$ cat config.mk
export PLATFORM = sky130hd
export DESIGN_NAME = cordic_vector_ctrl
export DESIGN_NICKNAME = d
export VERILOG_FILES = /design/src/rtl/cordic_vector_ctrl.sv
export SDC_FILE = /design/constraint.sdc
export NUM_CORES = 1
export LEC_CHECK = 0
export ABC_AREA = 1
export CORE_ASPECT_RATIO = 0.5
export CORE_MARGIN = 3
export CORE_UTILIZATION = 50
export DETAILED_ROUTE_END_ITERATION = 12
export HOLD_SLACK_MARGIN = 0.08
export PLACE_DENSITY = 0.81
export SLEW_MARGIN = 5
export SYNTH_ARGS = -nofsm -noshare
export SYNTH_HDL_FRONTEND = slang
export SYNTH_SLANG_ARGS = --single-unit
$ cat constraint.sdc
create_clock -name clk -period 4.41 [get_ports clk]
set_clock_uncertainty 0.1 [all_clocks]
set_input_delay 0.441 -clock clk [delete_from_list [all_inputs] [get_ports clk]]
set_output_delay 0.441 -clock clk [all_outputs]
set_load 0.01 [all_outputs]
$ cat src/rtl/cordic_vector_ctrl.sv
`default_nettype none
// ============================================================================
// Module   : cordic_vector_ctrl
// Purpose  : Upstream sequencer for a 16-bit CORDIC vectoring core. It
//            accepts (x,y) samples, folds the left half-plane into the
//            core's convergence range, runs the core once for the angle
//            (func=0) and once for the magnitude (func=1), applies the +/-pi
//            quadrant correction and presents {angle, magnitude}.
// Ports    : clk, rst (async, active-high)
//            in_valid_i / in_ready_o / in_x_i / in_y_i       - sample input
//            out_valid_o / out_ready_i / out_angle_o / out_mag_o - result
//            core_st_o / core_x_o / core_y_o / core_func_o   - core request
//            core_result_i                                   - core result
// Revision : 1.0 - initial release
// ============================================================================
module cordic_vector_ctrl #(
  parameter int CORE_LATENCY = 52,
  parameter int PI_CONST     = 51472
) (
  input  logic        clk,
  input  logic        rst,
  input  logic        in_valid_i,
  output logic        in_ready_o,
  input  logic [15:0] in_x_i,
  input  logic [15:0] in_y_i,
  output logic        out_valid_o,
  input  logic        out_ready_i,
  output logic [16:0] out_angle_o,
  output logic [31:0] out_mag_o,
  output logic        core_st_o,
  output logic [15:0] core_x_o,
  output logic [15:0] core_y_o,
  output logic [3:0]  core_func_o,
  input  logic [31:0] core_result_i
);

  localparam int              CW         = $clog2(CORE_LATENCY + 2);
  // The drain counter runs CORE_LATENCY+1 .. 0, i.e. CORE_LATENCY+2 cycles.
  localparam logic [CW-1:0]   DRAIN_LOAD = CW'(CORE_LATENCY + 1);
  // Loaded in the issue cycle so it reaches zero in cycle issue+CORE_LATENCY.
  localparam logic [CW-1:0]   WAIT_LOAD  = CW'(CORE_LATENCY - 1);
  localparam logic [CW-1:0]   CNT_ONE    = CW'(1);
  localparam logic [16:0]     PI_S17     = 17'(PI_CONST);

  localparam logic [2:0] S_DRAIN   = 3'd0;
  localparam logic [2:0] S_IDLE    = 3'd1;
  localparam logic [2:0] S_ISSUE_A = 3'd2;
  localparam logic [2:0] S_WAIT_A  = 3'd3;
  localparam logic [2:0] S_ISSUE_B = 3'd4;
  localparam logic [2:0] S_WAIT_B  = 3'd5;
  localparam logic [2:0] S_OUT     = 3'd6;

  logic [2:0]    state_q, state_d;
  logic [CW-1:0] cnt_q, cnt_d;
  logic [15:0]   cx_q, cx_d;
  logic [15:0]   cy_q, cy_d;
  logic          flip_q, flip_d;
  logic          ysgn_q, ysgn_d;
  logic [15:0]   angle_raw_q, angle_raw_d;
  logic [16:0]   angle_q, angle_d;
  logic [31:0]   mag_q, mag_d;
  logic [16:0]   angle_ext;
  logic [16:0]   angle_fix;

  // Two's-complement negate that maps -32768 to +32767 instead of wrapping.
  function automatic logic [15:0] sat_neg(input logic [15:0] v);
    return (v == 16'h8000) ? 16'h7FFF : (~v + 16'd1);
  endfunction

  // A folded sample sits at angle-pi (y>=0 side) or angle+pi; undo that here.
  assign angle_ext = {angle_raw_q[15], angle_raw_q};
  assign angle_fix = !flip_q ? angle_ext :
                     (ysgn_q ? (angle_ext - PI_S17) : (angle_ext + PI_S17));

  // State register. The core has no reset of its own, so any reset lands in
  // DRAIN long enough for an in-flight core operation to finish.
  always_ff @(posedge clk or posedge rst) begin
    if (rst) begin
      state_q <= S_DRAIN;
      cnt_q   <= DRAIN_LOAD;
    end else begin
      state_q <= state_d;
      cnt_q   <= cnt_d;
    end
  end

  always_ff @(posedge clk or posedge rst) begin
    if (rst) begin
      cx_q        <= '0;
      cy_q        <= '0;
      flip_q      <= 1'b0;
      ysgn_q      <= 1'b0;
      angle_raw_q <= '0;
      angle_q     <= '0;
      mag_q       <= '0;
    end else begin
      cx_q        <= cx_d;
      cy_q        <= cy_d;
      flip_q      <= flip_d;
      ysgn_q      <= ysgn_d;
      angle_raw_q <= angle_raw_d;
      angle_q     <= angle_d;
      mag_q       <= mag_d;
    end
  end

  // Next-state and datapath update.
  always_comb begin
    state_d     = state_q;
    cnt_d       = cnt_q;
    cx_d        = cx_q;
    cy_d        = cy_q;
    flip_d      = flip_q;
    ysgn_d      = ysgn_q;
    angle_raw_d = angle_raw_q;
    angle_d     = angle_q;
    mag_d       = mag_q;
    case (state_q)
      S_DRAIN: begin
        if (cnt_q == '0) state_d = S_IDLE;
        else             cnt_d   = cnt_q - CNT_ONE;
      end
      S_IDLE: begin
        if (in_valid_i) begin
          if (in_x_i[15]) begin
            cx_d   = sat_neg(in_x_i);
            cy_d   = sat_neg(in_y_i);
            flip_d = 1'b1;
            ysgn_d = in_y_i[15];
          end else begin
            cx_d   = in_x_i;
            cy_d   = in_y_i;
            flip_d = 1'b0;
            ysgn_d = 1'b0;
          end
          // The origin has no defined angle; skip the core entirely.
          if (in_x_i == '0 && in_y_i == '0) begin
            angle_d = '0;
            mag_d   = '0;
            state_d = S_OUT;
          end else begin
            state_d = S_ISSUE_A;
          end
        end
      end
      S_ISSUE_A: begin
        state_d = S_WAIT_A;
        cnt_d   = WAIT_LOAD;
      end
      S_WAIT_A: begin
        if (cnt_q == '0) begin
          angle_raw_d = core_result_i[15:0];
          state_d     = S_ISSUE_B;
        end else begin
          cnt_d = cnt_q - CNT_ONE;
        end
      end
      S_ISSUE_B: begin
        state_d = S_WAIT_B;
        cnt_d   = WAIT_LOAD;
      end
      S_WAIT_B: begin
        if (cnt_q == '0) begin
          mag_d   = core_result_i;
          angle_d = angle_fix;
          state_d = S_OUT;
        end else begin
          cnt_d = cnt_q - CNT_ONE;
        end
      end
      S_OUT: begin
        if (out_ready_i) state_d = S_IDLE;
      end
      default: begin
        state_d = S_DRAIN;
        cnt_d   = DRAIN_LOAD;
      end
    endcase
  end

  // Outputs are decoded from state; func is held across the whole wait so the
  // core sees a stable request until its result is captured.
  always_comb begin
    in_ready_o  = (state_q == S_IDLE);
    out_valid_o = (state_q == S_OUT);
    core_st_o   = (state_q == S_ISSUE_A) || (state_q == S_ISSUE_B);
    core_func_o = ((state_q == S_ISSUE_B) || (state_q == S_WAIT_B)) ? 4'd1 : 4'd0;
  end

  assign core_x_o    = cx_q;
  assign core_y_o    = cy_q;
  assign out_angle_o = angle_q;
  assign out_mag_o   = mag_q;

endmodule
`default_nettype wire

==> results.cfg, run 1 <==
[outcome]
outcome = complete, no violations

[route]
postRouteWirelength_mm = 15.9
drt_first_pass_iters = 5
vias_per_cell = 5.11
num_vias = 5840
detail_route.drc_violations = 0
drtAntennaViolNets = 0
dr.first_iter.drc_count = 488
wire_per_inst_um = 13.9

[clock_tree]
maximum_count_of_clock_buffers_along_a_single_path = 2
setup_fix_bufs_post_cts = 0
worst_skew_pair.late_latency_ns = 0.34
cts_hold_fix_bufs = 0
cts_resized = 0
tritoncts_clock_tree = yes
clock_sinks = 108
cts.htree.levels = 3
clk_transition_reported_paths_ns = 0.08
root_buffer = sky130_fd_sc_hd__clkbuf_16
cts-buffers-inserted = 9

[placement]
place.detailed.hpwl_mm = 11.5
portBuffers = 152
place_congestion = 0.893

[setup_path]
cp_class = reg2reg
crit_arrival_ns = 2.95
timing.critical_path.required_ns = 4.54
crit_path_cell_trace = inv_2 -> nand2_2 -> nor2_4 -> nand2_1 -> inv_2 -> nand2_1 -> inv_1 -> nand3_1 -> nand2_1 -> inv_1
cpPeakStageDelay_ns = 0.62
timing.critical_path.max_delay_family = simple AND/OR/NAND/NOR gates
critical-path-top-cell-by-count = sky130_fd_sc_hd__nand2_1
critical_path_cell_count = 10
cp_max_fo = 42
critPathCaptureType = flop
worst_r2r_path_depth = 10
worst_path_buf_inv = 4
worst_setup_path_start_kind = flop
rr_startpoint = state_q[1]
worst_path_max_delay_cell = sky130_fd_sc_hd__inv_2
startpoint = state_q[1]

[power]
p_total_mw = 4.19
peakVddDrop_mv = 0.292
power.density_cell_area_nw_per_um2 = 515
power.leakage_nw = 4.03

[global_route]
grt_antenna_before_repair = 0
grt_pass1_wl_mm = 26.7
largest_net_degree_at_the_start_of_global_routing = 55
grt_overflow = 0
globalRouteTotalUtil_pct = 23.4
grt_pass1_vias = 5616

[timing]
max-slew-margin-rel_pct = 31.0
max_slew.worst_pin.slew_ns = 1.04
grt_setup_unrepaired = no
fin_hold_ws_ns = 0.374
final_period_minus_worst_setup_slack_ns = 2.82
maxClockFrequency_mhz = 355
timing.final.max_slew_violations = 0
setup_viol = 0
period_share_pct = 63.9
fin_tns_setup_ns = 0
hold_violations = 0

[finish]
antenna_cells = 0
final_layout_size_suffix_gt1_share_pct = 7.26
nets = 1056
synthToLayoutAreaGrowth_pct = 30.7

[logic_synthesis]
cell_area_after_technology_mapping_um2 = 6220
edff_count_synth = 0
yosys.area.top_type = sky130_fd_sc_hd__dfrtp_1
netlist_instances = 833
postSynthAreaPerCell_um2 = 7.47
yosys_most_used_dff = sky130_fd_sc_hd__dfrtp_1
async_flop_share_pct = 100
synth.top_cells.by_area = sky130_fd_sc_hd__dfrtp_1, sky130_fd_sc_hd__nand2_1, sky130_fd_sc_hd__nand3_1, sky130_fd_sc_hd__nor2_1, sky130_fd_sc_hd__inv_1
synth.yosys.warnings = 0
synth-seq-cells = 108
post_synth_cell_types = 41
synth.top_cell.area_share_pct = 41.8
sequential_share_of_the_synthesized_area_pct = 43.5

[flow_run]
max_cap_check_violation_count = 0

[die]
core.rowCount = 28
ios = 156
fp.dieArea_um2 = 13900
die_width_um = 164
initial_utilization_pct = 51.9
die_h_um = 84.9
fp.coreArea_um2 = 12000

[hold_path]
hold_depth = 2
min_path_type = reg2reg
hold_path_startpoint = angle_raw_q[2]
state kept, by name, indices dropped and copies added (netlist names):
name         cells
out_mag_o       32
out_angle_o     17
angle_raw_q     16
core_x_o        16
core_y_o        16
cnt_q            6
state_q          3
flip_q           1
ysgn_q           1
worst min-delay path: cells and delay by family (launching register included):
| family | cells | cell delay, ns |
|---|---|---|
| DFF | 1 | 0.34 |
| and+or+nand+nor | 2 | 0.10 |
per-stage QoR:
stage	cell area [µm²]	utilization, %	setup WS (ns)	cells
2_1_floorplan	6230	-	1.03	835
4_1_cts	8130	67.9	1.63	1143
3_5_place_dp	7840	65.4	1.48	1127
3_3_place_gp	7840	65.4	1.48	1127
6_report	8130	67.9	1.59	1143
5_1_grt	8130	67.9	1.31	1143
cell families after synthesis:
logic type / Yosys count / share of synthesized area, %
flip-flops: 108 / 43.5
AO/OA/AOI/OAI: 57 / 5.15
XOR/XNOR: 22 / 3.10
AND/OR/NAND/NOR: 493 / 34.4
buffers and inverters: 123 / 8.11
multiplexers: 14 / 2.53
adder cells (fa/ha/maj): 15 / 3.14
other: 1 / 0.0603
area by class of cell:
cell class	count	area, µm²
timing repair buffer	157	1560
tap	165	206
clock inverter	4	33.8
sequential	108	2710
fill	1041	3850
inverter	93	352
clock buffer	12	256
multi-input combinational	604	3020
layout by cell type, fill, tap and decap left out, drive strengths merged, types with 3 or more instances in the layout:
cell type / count
buf: 5
nor2: 108
a21oi: 20
ha: 14
mux2: 14
nor3: 4
o21ai: 20
conb: 3
inv: 93
a31oi: 4
nand3: 97
nand4: 8
xnor2: 3
or2: 5
o22ai: 7
dfstp: 4
dfrtp: 104
xor2: 19
clkdlybuf4s50: 152
clkbuf: 12
nand3b: 7
clkinv: 3
nand2: 262
power breakdown:
part           switching [mW]  internal [mW]  leakage (nW)
logic                    1.01          0.884          2.60
clock network           0.370          0.418         0.139
registers               0.220           1.29          1.29
routing by layer:
metal | vias to the layer above | part of all wire [%] | global-route usage, %
li1 | 2921 | - | -
met1 | 2716 | 47 | 32.2
met2 | 183 | 47 | 39.2
met3 | 20 | 5.8 | 4.39
met4 | 0 | 1.0 | 5.22
met5 | - | 0 | 0
path summary, 6_finish.rpt:
check | endpoint | slack, ns
worst max-delay path | core_y_o[14] | 1.59
worst min-delay path | out_angle_o[2] | 0.37
worst max register to register | core_y_o[14] | 1.59
worst min register to register | out_angle_o[2] | 0.37
max in group asynchronous | core_y_o[15] | 2.95
min in group asynchronous | out_mag_o[27] | 0.42
cells in the mapped netlist (2+ instances only):
cell	number
sky130_fd_sc_hd__a21oi_1	19
sky130_fd_sc_hd__a31oi_1	4
sky130_fd_sc_hd__and2_1	2
sky130_fd_sc_hd__buf_1	3
sky130_fd_sc_hd__buf_2	13
sky130_fd_sc_hd__buf_4	3
sky130_fd_sc_hd__buf_6	2
sky130_fd_sc_hd__clkbuf_1	9
sky130_fd_sc_hd__dfrtp_1	104
sky130_fd_sc_hd__dfstp_2	4
sky130_fd_sc_hd__ha_1	14
sky130_fd_sc_hd__inv_1	82
sky130_fd_sc_hd__inv_2	11
sky130_fd_sc_hd__mux2_1	4
sky130_fd_sc_hd__mux2_2	10
sky130_fd_sc_hd__nand2_1	260
sky130_fd_sc_hd__nand3_1	86
sky130_fd_sc_hd__nand3_2	11
sky130_fd_sc_hd__nand3b_1	6
sky130_fd_sc_hd__nand4_1	8
sky130_fd_sc_hd__nor2_1	104
sky130_fd_sc_hd__nor2_2	2
sky130_fd_sc_hd__nor2_4	2
sky130_fd_sc_hd__nor3_1	2
sky130_fd_sc_hd__nor3_2	2
sky130_fd_sc_hd__o211ai_1	2
sky130_fd_sc_hd__o21ai_0	20
sky130_fd_sc_hd__o22a_1	2
sky130_fd_sc_hd__o22ai_1	7
sky130_fd_sc_hd__or2_2	4
sky130_fd_sc_hd__xnor2_1	3
sky130_fd_sc_hd__xor2_1	19
Power figures use the tool's default switching activity.
==> inputs of run 2 (changes only) <==
CORE_UTILIZATION = 45   (was 50)
PLACE_DENSITY = 0.77   (was 0.81)
clock period = 2.35 ns   (was 4.41 ns; I/O delays follow)
==> run 2 against run 1 <==
Global-route usage fell by 1.5 points. Flip-flop and latch count unchanged. Combinational power rose by 91%. Register-to-register slack lost 1.4 ns. Sequential share of layout area fell by 0.55 points. Final area up 1.7%. Critical endpoint is now core_st_o.
==> results.cfg, run 2 (same netlist as run 1, synthesis figures left out) <==
[clock_tree]
maximum_count_of_clock_buffers_along_a_single_path = 2
clock_sinks = 108
cts_resized = 0
root_buffer = sky130_fd_sc_hd__clkbuf_16
cts_hold_fix_bufs = 0
clk_transition_reported_paths_ns = 0.07
cts-buffers-inserted = 9
worst_skew_pair.late_latency_ns = 0.35
setup_fix_bufs_post_cts = 0
cts.htree.levels = 3
tritoncts_clock_tree = yes

[route]
met2_wirelength_mm = 7.70
vias_per_cell = 5.03
drtAntennaViolNets = 0
routed_wire_length_on_met3_um = 856
drt_first_pass_iters = 5
dr.first_iter.drc_count = 386
maxUsedRoutingLayer = met4
wire_length_the_detailed_router_placed_on_met1_mm = 7.58
num_vias = 5894
wire_per_inst_um = 14.0
detail_route.drc_violations = 0
postRouteWirelength_mm = 16.4

[setup_path]
cp_max_fo = 5
crit_path_cell_trace = inv_2 -> nor2_1 -> nand2_1 -> nand2_1 -> clkdlybuf4s50_1
critical-path-top-cell-by-count = sky130_fd_sc_hd__nand2_1
worst_path_max_delay_cell = sky130_fd_sc_hd__clkdlybuf4s50_1
worst-r2r-setup-slack_ns = 0.22
timing.critical_path.required_ns = 2.02
crit_arrival_ns = 1.83
timing.critical_path.max_delay_family = buffers and inverters
worst_setup_path_start_kind = flop
cpPeakStageDelay_ns = 0.55
worst_path_buf_inv = 2
cp_class = reg2out
worst_r2r_path_depth = 10
worst_r2r_end = out_angle_o[12]
critPathCaptureType = primary output
rr_startpoint = cnt_q[0]

[global_route]
largest_net_degree_at_the_start_of_global_routing = 64
grt_pass1_vias = 5821
grt_antenna_before_repair = 0
grt_overflow = 0
grt_pass1_wl_mm = 27.5
globalRouteTotalUtil_pct = 22.0

[power]
switching_share_pct = 38.9
peakVddDrop_mv = 0.677
p_total_mw = 7.98
power.leakage_nw = 4.09
p_seq_share_pct = 35.1
power.share.clock_pct = 19.6
netSwitchingPower_mw = 3.11
internal-power_mw = 4.87
power.density_cell_area_nw_per_um2 = 965
combinationalPowerShare_pct = 45.4

[placement]
place_congestion = 0.924
placed_instances = 1156
pre_cts_ws_ns = 0.0764
placed_cell_area_um2 = 7970
portBuffers = 152
place.detailed.hpwl_mm = 12.0

[timing]
setup_viol = 0
max-slew-margin-rel_pct = 51.6
fin_hold_ws_ns = 0.112
max_slew.worst_pin.slew_ns = 0.725
period_share_pct = 92.1
hold_violations = 0
fin_tns_setup_ns = 0
setup_ws_ns = 0.185
final_period_minus_worst_setup_slack_ns = 2.16
grt_setup_unrepaired = no
timing.final.max_slew_violations = 0
maxClockFrequency_mhz = 462

[die]
core.rowCount = 29
initial_utilization_pct = 47.5
fp.coreArea_um2 = 13100
die_h_um = 89.1
fp.dieArea_um2 = 15400
ios = 156
die_width_um = 172

[finish]
final_layout_size_suffix_gt1_share_pct = 8.11
final_core_utilization_pct = 63.1
largest_register_ffs = 32
synthToLayoutAreaGrowth_pct = 32.9
final_common_cell = sky130_fd_sc_hd__nand2_1
nets = 1064
antenna_cells = 0
finish.instance_area_um2 = 8270
layout.cells.non_filler = 1172
layout_common_cells = sky130_fd_sc_hd__nand2_1, sky130_fd_sc_hd__clkdlybuf4s50_1, sky130_fd_sc_hd__nor2_1, sky130_fd_sc_hd__dfrtp_1, sky130_fd_sc_hd__nand3_1

[hold_path]
min_path_type = in2async

[flow_run]
max_cap_check_violation_count = 0

[outcome]
outcome = complete, no violations
## run 2: power by group through the flow
stage                     Clock [mW]  Sequential, mW  Combinational [mW]
after floorplan                    0            2.92                1.97
after global placement             0            2.81                3.51
after detailed placement           0            2.82                3.61
after CTS                       1.61            2.79                3.64
after global routing            1.66            2.86                4.08
final                           1.56            2.80                3.62
## run 2: area by class of cell
type | count | area (µm²)
Clock buffer | 9 | 225
Inverter | 93 | 353
Multi-Input combinational cell | 604 | 3020
Fill cell | 1175 | 4830
Sequential cell | 108 | 2710
Timing Repair Buffer | 165 | 1660
Tap cell | 186 | 233
Clock inverter | 7 | 76.3
## run 2: worst reg2reg max path, delay by kind of cell (launching register included)
family,cells,cell delay (ns)
fa+ha+maj,1,0.23
flops,1,0.36
buf+inv,2,0.31
compound gates,1,0.36
simple gates,6,0.68
## run 2: metal layers
layer,vias to the layer above,global-route usage [%]
met4,0,5.43
met3,24,3.84
li1,2927,-
met5,-,0
met2,163,38.2
met1,2780,29.1
## run 2: how the worst max path moves through the flow
stage | depth (start not counted) | slack (ns) | startpoint | end
3_3_place_gp | 11 | 0.13 | in_x_i[0] | out_angle_o[9]
3_5_place_dp | 10 | 0.08 | in_y_i[0] | out_angle_o[10]
5_1_grt | 10 | 0.05 | cnt_q[0] | state_q[2]
2_1_floorplan | 9 | 0.36 | cnt_q[0] | angle_raw_q[0]
6_report | 5 | 0.19 | state_q[2] | core_st_o
4_1_cts | 5 | 0.17 | state_q[2] | core_st_o
